==> config.mk <==
export PLATFORM = sky130hd
export DESIGN_NAME = ap_job_seq
export DESIGN_NICKNAME = d
export VERILOG_FILES = /design/src/rtl/ap_job_seq.sv
export SDC_FILE = /design/constraint.sdc
export NUM_CORES = 1
export LEC_CHECK = 0
export CORE_MARGIN = 2
export CORE_UTILIZATION = 35
export CTS_BUF_LIST = sky130_fd_sc_hd__clkbuf_2
export CTS_CLUSTER_DIAMETER = 120
export DETAILED_ROUTE_END_ITERATION = 8
export PLACE_DENSITY = 0.75
export SYNTH_ARGS = -nofsm -noshare
export SYNTH_HDL_FRONTEND = slang
export SYNTH_SLANG_ARGS = --single-unit
==> constraint.sdc <==
create_clock -name clock -period 5.3 [get_ports clock]
set_input_delay 1.59 -clock clock [delete_from_list [all_inputs] [get_ports clock]]
set_output_delay 1.59 -clock clock [all_outputs]
set_load 0.01 [all_outputs]
==> src/rtl/ap_job_seq.sv <==
// ap_job_seq: upstream job sequencer for the associative processor array.
// Streams column A then column B into the AP, arms the opcode, runs the AP
// until it raises its irq, then streams column C back out. This block is the
// sole driver of every AP control pin.
// Optional build macro: AP_SEQ_TIMEOUT_EN adds a watchdog on the WAIT state
// that flags err and finishes the job after TIMEOUT_CYCLES without irq.
module ap_job_seq #(
  parameter  int WORD_SIZE      = 8,
  parameter  int CELL_QUANT     = 512,
  parameter  int TIMEOUT_CYCLES = 4096,
  localparam int AW             = $clog2(CELL_QUANT)
) (
  input  logic                 clock,
  input  logic                 rst,
  input  logic                 start,
  input  logic [2:0]           cmd_in,
  input  logic                 dir_in,
  input  logic                 in_valid,
  input  logic [WORD_SIZE-1:0] in_data,
  output logic                 in_ready,
  output logic                 out_valid,
  output logic [WORD_SIZE-1:0] out_data,
  input  logic                 out_ready,
  output logic                 busy,
  output logic                 done,
  output logic                 err,
  output logic [AW-1:0]        ap_addr,
  output logic [WORD_SIZE-1:0] ap_data,
  output logic                 ap_mode,
  output logic                 ap_op_direction,
  output logic                 ap_sel_internal_col,
  output logic                 ap_write_en,
  output logic                 ap_read_en,
  output logic [2:0]           ap_cmd,
  output logic [1:0]           ap_sel_col,
  input  logic [WORD_SIZE-1:0] ap_data_out,
  input  logic                 ap_irq
);

  if (CELL_QUANT < 2 || TIMEOUT_CYCLES < 1) begin : g_param_check
    $error("ap_job_seq: CELL_QUANT must be >= 2 and TIMEOUT_CYCLES >= 1");
  end

  localparam logic [AW-1:0] LAST_ADDR = AW'(CELL_QUANT - 1);
  localparam logic [2:0]    CMD_BAD   = 3'd7;
  localparam logic [1:0]    COL_A     = 2'd0;
  localparam logic [1:0]    COL_B     = 2'd1;
  localparam logic [1:0]    COL_C     = 2'd2;

  typedef enum logic [3:0] {
    S_IDLE,
    S_LOAD_A,
    S_LOAD_B,
    S_ARM,
    S_WAIT,
    S_RD_ISSUE,
    S_RD_WAIT,
    S_RD_OUT,
    S_FIN
  } state_t;

  state_t               state_q, state_d;
  logic [AW-1:0]        cnt_q, cnt_d;
  logic [2:0]           cmd_q, cmd_d;
  logic                 dir_q, dir_d;
  logic                 err_q, err_d;
  logic                 bad_done_q, bad_done_d;
  logic                 rd_ph_q, rd_ph_d;
  logic [WORD_SIZE-1:0] out_data_q, out_data_d;

`ifdef AP_SEQ_TIMEOUT_EN
  localparam int        TW      = $clog2(TIMEOUT_CYCLES) + 1;
  localparam logic [TW-1:0] TO_LAST = TW'(TIMEOUT_CYCLES - 1);
  logic [TW-1:0]        to_cnt_q, to_cnt_d;
`endif

  // State and datapath registers, synchronous active-high reset.
  always_ff @(posedge clock) begin
    // NOTE: non-blocking assignments so every flop samples the pre-edge values.
    if (rst) begin
      state_q    <= S_IDLE;
      cnt_q      <= '0;
      cmd_q      <= '0;
      dir_q      <= 1'b0;
      err_q      <= 1'b0;
      bad_done_q <= 1'b0;
      rd_ph_q    <= 1'b0;
      out_data_q <= '0;
`ifdef AP_SEQ_TIMEOUT_EN
      to_cnt_q   <= '0;
`endif
    end else begin
      state_q    <= state_d;
      cnt_q      <= cnt_d;
      cmd_q      <= cmd_d;
      dir_q      <= dir_d;
      err_q      <= err_d;
      bad_done_q <= bad_done_d;
      rd_ph_q    <= rd_ph_d;
      out_data_q <= out_data_d;
`ifdef AP_SEQ_TIMEOUT_EN
      to_cnt_q   <= to_cnt_d;
`endif
    end
  end

  // Next-state logic: job sequencing, word counter and error tracking.
  always_comb begin
    // NOTE: every variable gets a default first so no path infers a latch.
    state_d    = state_q;
    cnt_d      = cnt_q;
    cmd_d      = cmd_q;
    dir_d      = dir_q;
    err_d      = err_q;
    bad_done_d = 1'b0;
    rd_ph_d    = rd_ph_q;
    out_data_d = out_data_q;
`ifdef AP_SEQ_TIMEOUT_EN
    to_cnt_d   = to_cnt_q;
`endif
    unique case (state_q)
      S_IDLE: begin
        if (start) begin
          if (cmd_in == CMD_BAD) begin
            err_d      = 1'b1;
            bad_done_d = 1'b1;
          end else begin
            cmd_d   = cmd_in;
            dir_d   = dir_in;
            err_d   = 1'b0;
            cnt_d   = '0;
            state_d = S_LOAD_A;
          end
        end
      end
      S_LOAD_A, S_LOAD_B: begin
        if (in_valid) begin
          if (cnt_q == LAST_ADDR) begin
            cnt_d   = '0;
            state_d = (state_q == S_LOAD_A) ? S_LOAD_B : S_ARM;
          end else begin
            cnt_d = cnt_q + 1'b1;
          end
        end
      end
      S_ARM: begin
        state_d = S_WAIT;
`ifdef AP_SEQ_TIMEOUT_EN
        to_cnt_d = '0;
`endif
      end
      S_WAIT: begin
        if (ap_irq) begin
          state_d = S_RD_ISSUE;
`ifdef AP_SEQ_TIMEOUT_EN
        end else if (to_cnt_q == TO_LAST) begin
          // This is the TIMEOUT_CYCLES-th WAIT cycle without irq.
          err_d   = 1'b1;
          state_d = S_FIN;
        end else begin
          to_cnt_d = to_cnt_q + 1'b1;
`endif
        end
      end
      S_RD_ISSUE: begin
        rd_ph_d = 1'b0;
        state_d = S_RD_WAIT;
      end
      S_RD_WAIT: begin
        // Second wait cycle ends on the third edge after the read strobe,
        // which is when the AP data_out is valid.
        if (rd_ph_q) begin
          out_data_d = ap_data_out;
          state_d    = S_RD_OUT;
        end else begin
          rd_ph_d = 1'b1;
        end
      end
      S_RD_OUT: begin
        if (out_ready) begin
          if (cnt_q == LAST_ADDR) begin
            state_d = S_FIN;
          end else begin
            cnt_d   = cnt_q + 1'b1;
            state_d = S_RD_ISSUE;
          end
        end
      end
      S_FIN:   state_d = S_IDLE;
      default: state_d = S_IDLE;
    endcase
  end

  // Output decode: AP control pins and stream handshakes from the state.
  always_comb begin
    in_ready            = 1'b0;
    out_valid           = 1'b0;
    ap_addr             = '0;
    ap_data             = '0;
    ap_mode             = 1'b0;
    ap_op_direction     = 1'b0;
    ap_write_en         = 1'b0;
    ap_read_en          = 1'b0;
    ap_cmd              = 3'd0;
    ap_sel_col          = COL_A;
    unique case (state_q)
      S_LOAD_A, S_LOAD_B: begin
        in_ready   = 1'b1;
        ap_sel_col = (state_q == S_LOAD_A) ? COL_A : COL_B;
        ap_addr    = cnt_q;
        if (in_valid) begin
          ap_write_en = 1'b1;
          ap_data     = in_data;
        end
      end
      S_RD_ISSUE, S_RD_WAIT, S_RD_OUT: begin
        ap_sel_col = COL_C;
        ap_addr    = cnt_q;
        ap_read_en = (state_q == S_RD_ISSUE);
        out_valid  = (state_q == S_RD_OUT);
      end
      default: ;
    endcase
    // Opcode is presented from ARM onward so it is stable before ap_mode rises.
    if (state_q inside {S_ARM, S_WAIT, S_RD_ISSUE, S_RD_WAIT, S_RD_OUT, S_FIN}) begin
      ap_cmd          = cmd_q;
      ap_op_direction = dir_q;
    end
    // Reset drops ap_mode in the same cycle so the AP FSM aborts with us.
    ap_mode = (state_q == S_WAIT) && !rst;
  end

  assign ap_sel_internal_col = 1'b0;
  assign out_data            = out_data_q;
  assign busy                = (state_q != S_IDLE);
  assign err                 = err_q;
  assign done                = !rst && (bad_done_q || state_q == S_FIN);

endmodule

## Yosys cells after proc, flatten, opt, wreduce, memory -nomap -nowiden

Index checks and enable logic that the tools add are counted.

| word-level totals | value |
|---|---|
| bits in registers | 28 |
| logic and storage cells | 79 |

| cells by class | value |
|---|---|
| multiplexer cells | 31 |
| bitwise operators | 3 |
| reductions and logical operators | 18 |
| equality and inequality tests | 18 |
| $add $sub $neg | 1 |

Operator list:

| cell | number |
|---|---|
| two-way mux 9 bit | 7 |
| two-way mux 4 bit | 8 |
| case mux 4 bit (7 select lines) | 1 |
| case mux 9 bit (3 select lines) | 1 |
| equality test 4 x 3 -> 1 bit (second input constant) | 4 |
| two-way mux 8 bit | 2 |
| != test 2 bit (second input constant) | 8 |
| adder 9 x 1 -> 9 bit (second input constant) | 1 |
| equality test 9 bit (second input constant) | 1 |
| two-way mux 1 bit | 9 |
| equality test 4 x 2 -> 1 bit (second input constant) | 2 |
| AND reduction 7 bit | 1 |
| AND reduction 6 bit | 1 |
| nonzero test 6 bit | 1 |
| OR reduction 3 bit | 2 |
| OR reduction 5 bit | 1 |
| equality test 4 x 1 -> 1 bit (second input constant) | 1 |
| equality test 4 bit (second input constant) | 1 |
| zero test 4 bit | 1 |
| case mux 2 bit (2 select lines) | 1 |
| AND reduction 2 bit | 2 |
| nonzero test 4 bit | 1 |
| equality test 3 bit (second input constant) | 1 |
| two-way mux 3 bit | 1 |
| 9 further kinds | 12 |

## Logic depth before layout (Yosys ltp)

| depth | value |
|---|---|
| depth after elaboration | 5 |
| mapped depth | 11 |
| mapped depth without buffers | 10 |

## Worst setup path before layout

No wires, ideal clock.

| timing | value |
|---|---|
| kind | input port to output port |
| from | input rst |
| to | output done |
| buffers on the path | 2 |
| slack | 1.456 ns |
| data required time | 3.710 ns |
| stages | 3 |
| arrival | 2.254 ns |
| path through | clkbuf_1 buf_1 a21oi_1 |

| between the ends | value |
|---|---|
| longest elaborated chain between the ends | 2 |

Ends and longest elaborated chain:

| element | RTL line | source |
|---|---|---|
| from (decl) | 14 | `input logic rst,` |
| zero test 1 bit | 237 | `assign done = !rst && (bad_done_q \|\| state_q == S_FIN);` |
| logical AND 1 bit | 237 |  |
| to (decl) | 25 | `output logic done,` |

No other way between the ends.

## Worst setup path in the final report

| timing | value |
|---|---|
| from | input in_valid |
| to | output ap_data[6] |

| between the ends | value |
|---|---|
| longest elaborated chain between the ends | 2 |

Ends and longest elaborated chain:

| element | RTL line | source |
|---|---|---|
| from (decl) | 18 | `input logic in_valid,` |
| two-way mux 8 bit | 211 | `if (in_valid) begin` |
| two-way mux 8 bit | 206 | `unique case (state_q)` |
| to (decl) | 28 | `output logic [WORD_SIZE-1:0] ap_data,` |

No other way between the ends.

==> summary.txt <==
Outcome
  – Run status: finished clean

Synth
  – Sequential area share after synthesis: a little over a third
  – Number of flops mapped to enable cells by yosys: 0
  – Post-Syn Area: 1590 um^2
  – Top FF cell, synth: dfxtp_1
  – Synthesized net count: 227
  – Seq cells post-synth: 28
  – Synth Instances: a little under 200
  – Yosys warning count: 0
  – Ys async rst share: 0%
  – Distinct cells, synth: 36
  – Synthesized area per cell: 7.98 um^2

CTS
  – CTS Hold Buffers Added: 0
  – Post-CTS sizing: 0
  – CTS tree: built
  – H-tree depth: 1
  – Clock transition at path regs: approximately 0.26 ns
  – Num CTS Buffers: 3
  – Number of post-CTS setup repair buffers: 0
  – Clock Tree Buf Depth: 2
  – Clock sink total: 28
  – Worst skew pair latency: between 0.3 and 0.4 ns
  – Root buf cell: clkbuf_2

Floorplanning
  – Ports: 66
  – Chip height: 71.4 um
  – FP Rows: 24
  – Die W: a little over 70 um
  – Initial Utilization: 36.5%
  – Die area: between 5000 and 6000 um^2
  – Core box area: around 4400 um^2

Worst setup path
  – Cell count of the worst reg-to-reg path: 10
  – Worst reg2reg setup slack: between 2 and 2.5 ns
  – Reg-to-Reg End: cnt_q[7]
  – Crit path to: ap_data[6]
  – Worst setup SP type: input port
  – CP max FO: 11
  – Arr. time, crit path: 2.93 ns
  – Crit Path Category: input port to output port
  – CP startpoint: in_valid
  – CP Capture Type: output port
  – WP data required: 3.71 ns
  – Reg2reg start: cnt_q[0]

Cells and area
  – Antenna diode count: 0
  – Share of cells above drive strength 1: under 10%
  – Fin cells: approximately 310
  – Nets: 282
  – Fillcell total: 436
  – Area grow syn2layout: 42.4%

Global routing
  – First-pass GRT wire length: roughly 6700 um
  – Overall routing resource usage: about 16%
  – Antenna violations before repair: 0
  – Vias in the first global route: around 1500
  – Largest net degree at the start of global routing: 28
  – GRT overflow: 0

Detailed routing
  – Drt wl/cell: roughly 13 um
  – Total Wirelength: 3920 um
  – Post-route DRC: 0
  – DRT iter0 DRCs: about 150
  – Vias: roughly 1600
  – Vias/cell: ~5.2
  – Drt pass-1 iters: 4
  – Routed Antenna Nets: 0

Run
  – Maxcap violations: 0

STA
  – Final Cycle Share: a little under nine tenths
  – Pin slew with the least headroom to its limit: approximately 1.2 ns
  – Hold Vio Cnt, Final: 0
  – Slew margin rel.: between 10% and 20%
  – Final setup vio count: 0
  – Setup TNS: 0 ns
  – Clock skew after layout: 0.00183 ns
  – Final slew viol count: 0
  – RSZ-0062 raised after global routing: no
  – Fmax: roughly 0.22 GHz
  – Crit path time final: roughly 4.5 ns

Placement
  – Routability Congestion: 0.798
  – PortBufs: 64
  – Placed cell count: roughly 300
  – DP HPWL: 2880 um

Hold path
  – Hold Path Cell Cnt: 2
  – Min-delay worst type: register to register

Pwr
  – Power per cell area: about 320 nW/um^2
  – VDD IR max: around 110 uV
  – Lkg Pwr: 0.000869 uW
## registers in the layout, summed over array words and instances (netlist names)
signal      flops
cnt_q           9
out_data        8
state_q         4
cmd_q           3
bad_done_q      1
dir_q           1
err             1
rd_ph_q         1
## cells by family (layout without fill, tap and decap cells)
family | Yosys count | count (layout) | share of synthesized area (%)
xor+xnor | 2 | 2 | 1.10
flops | 28 | 28 | 35.3
buf+inv | 22 | 76 | 7.64
other cells | 1 | 1 | 0.236
compound gates | 33 | 33 | 11.9
mux | 12 | 12 | 7.64
fa+ha+maj | 2 | 2 | 1.58
simple gates | 99 | 99 | 34.6
## cell usage in the layout, fill, tap and decap left out, types with 2 or more instances in the layout
| cell type | count |
|---|---|
| clkbuf_2 | 3 |
| o21ai_0 | 10 |
| nor2_1 | 31 |
| nand2b_1 | 3 |
| ha_1 | 2 |
| buf_4 | 2 |
| nor4_1 | 2 |
| and2_1 | 14 |
| dfxtp_1 | 28 |
| a31oi_1 | 2 |
| mux2i_1 | 11 |
| a211oi_1 | 2 |
| nor3_1 | 10 |
| o32ai_1 | 2 |
| xnor2_1 | 2 |
| nand2_1 | 4 |
| or3_1 | 2 |
| nand3b_1 | 4 |
| a21oi_1 | 15 |
| and3_1 | 16 |
| or4_1 | 3 |
| clkdlybuf4s50_1 | 64 |
| nand3_1 | 3 |
| inv_1 | 6 |
## critical path, stage by stage
cell             delay, ns
clkdlybuf4s50_1       0.61
and3_1                0.20
clkdlybuf4s50_1       0.53
## worst min-delay path by stage
stage                 from           to  slack (ns)
2_1_floorplan        dir_q        dir_q        0.45
3_3_place_gp         dir_q        dir_q        0.47
3_5_place_dp   out_data[1]  out_data[1]        0.48
4_1_cts           cmd_q[1]     cmd_q[1]        0.51
5_1_grt           cmd_q[2]     cmd_q[2]        0.54
6_report          cmd_q[1]     cmd_q[1]        0.51
## cell type report
cell class	instances	area (um^2)	share of cell area (%)
Multi-Input combinational cell	149	912	40.3
Clock buffer	3	15.0	0.664
Timing Repair Buffer	66	656	29.0
Inverter	6	22.5	0.996
Tap cell	52	65.1	2.88
Sequential cell	28	561	24.8
Clock inverter	1	30.0	1.33
## power by group
| part | switching, uW | internal [uW] |
|---|---|---|
| sequential | 38.2 | 228 |
| combinational | 172 | 155 |
| clock | 63.7 | 64.9 |
## synthesized netlist by cell type (3+ instances only)
| cell type | instances | area, um^2 |
|---|---|---|
| nand3_1 | 3 | 15.0 |
| and3_1 | 16 | 100 |
| nand2_1 | 4 | 15.0 |
| mux2i_1 | 11 | 110 |
| nand2b_1 | 3 | 18.8 |
| nor3_1 | 10 | 50.1 |
| o21ai_0 | 10 | 50.1 |
| inv_1 | 6 | 22.5 |
| or4_1 | 3 | 22.5 |
| nor2_1 | 31 | 116 |
| nand3b_1 | 4 | 30.0 |
| and2_1 | 14 | 87.6 |
| dfxtp_1 | 28 | 561 |
| a21oi_1 | 15 | 75.1 |
| clkbuf_1 | 8 | 30.0 |
| buf_6 | 4 | 45.0 |
## per-stage QoR
stage / utilization (%) / total power (uW) / worst slack, ns / cell area, um^2 / hold slack [ns]
after CTS: 51.9 / 729 / 0.763 / 2260 / 0.511
final: 51.9 / 723 / 0.779 / 2260 / 0.513
after floorplan: - / 491 / 1.46 / 1590 / 0.452
after global routing: 51.9 / 778 / 0.673 / 2260 / 0.536
after detailed placement: 50.9 / 600 / 0.766 / 2220 / 0.483
after global placement: 50.9 / 595 / 0.803 / 2220 / 0.468
## routing by layer
metal,vias up,wire length [um],global-route usage (%)
li1,801,-,-
met1,735,1730,20.3
met2,49,1820,26.5
met3,5,326,4.08
met4,0,44,4.82
met5,-,0,0
(Power assumes the default switching activity.)
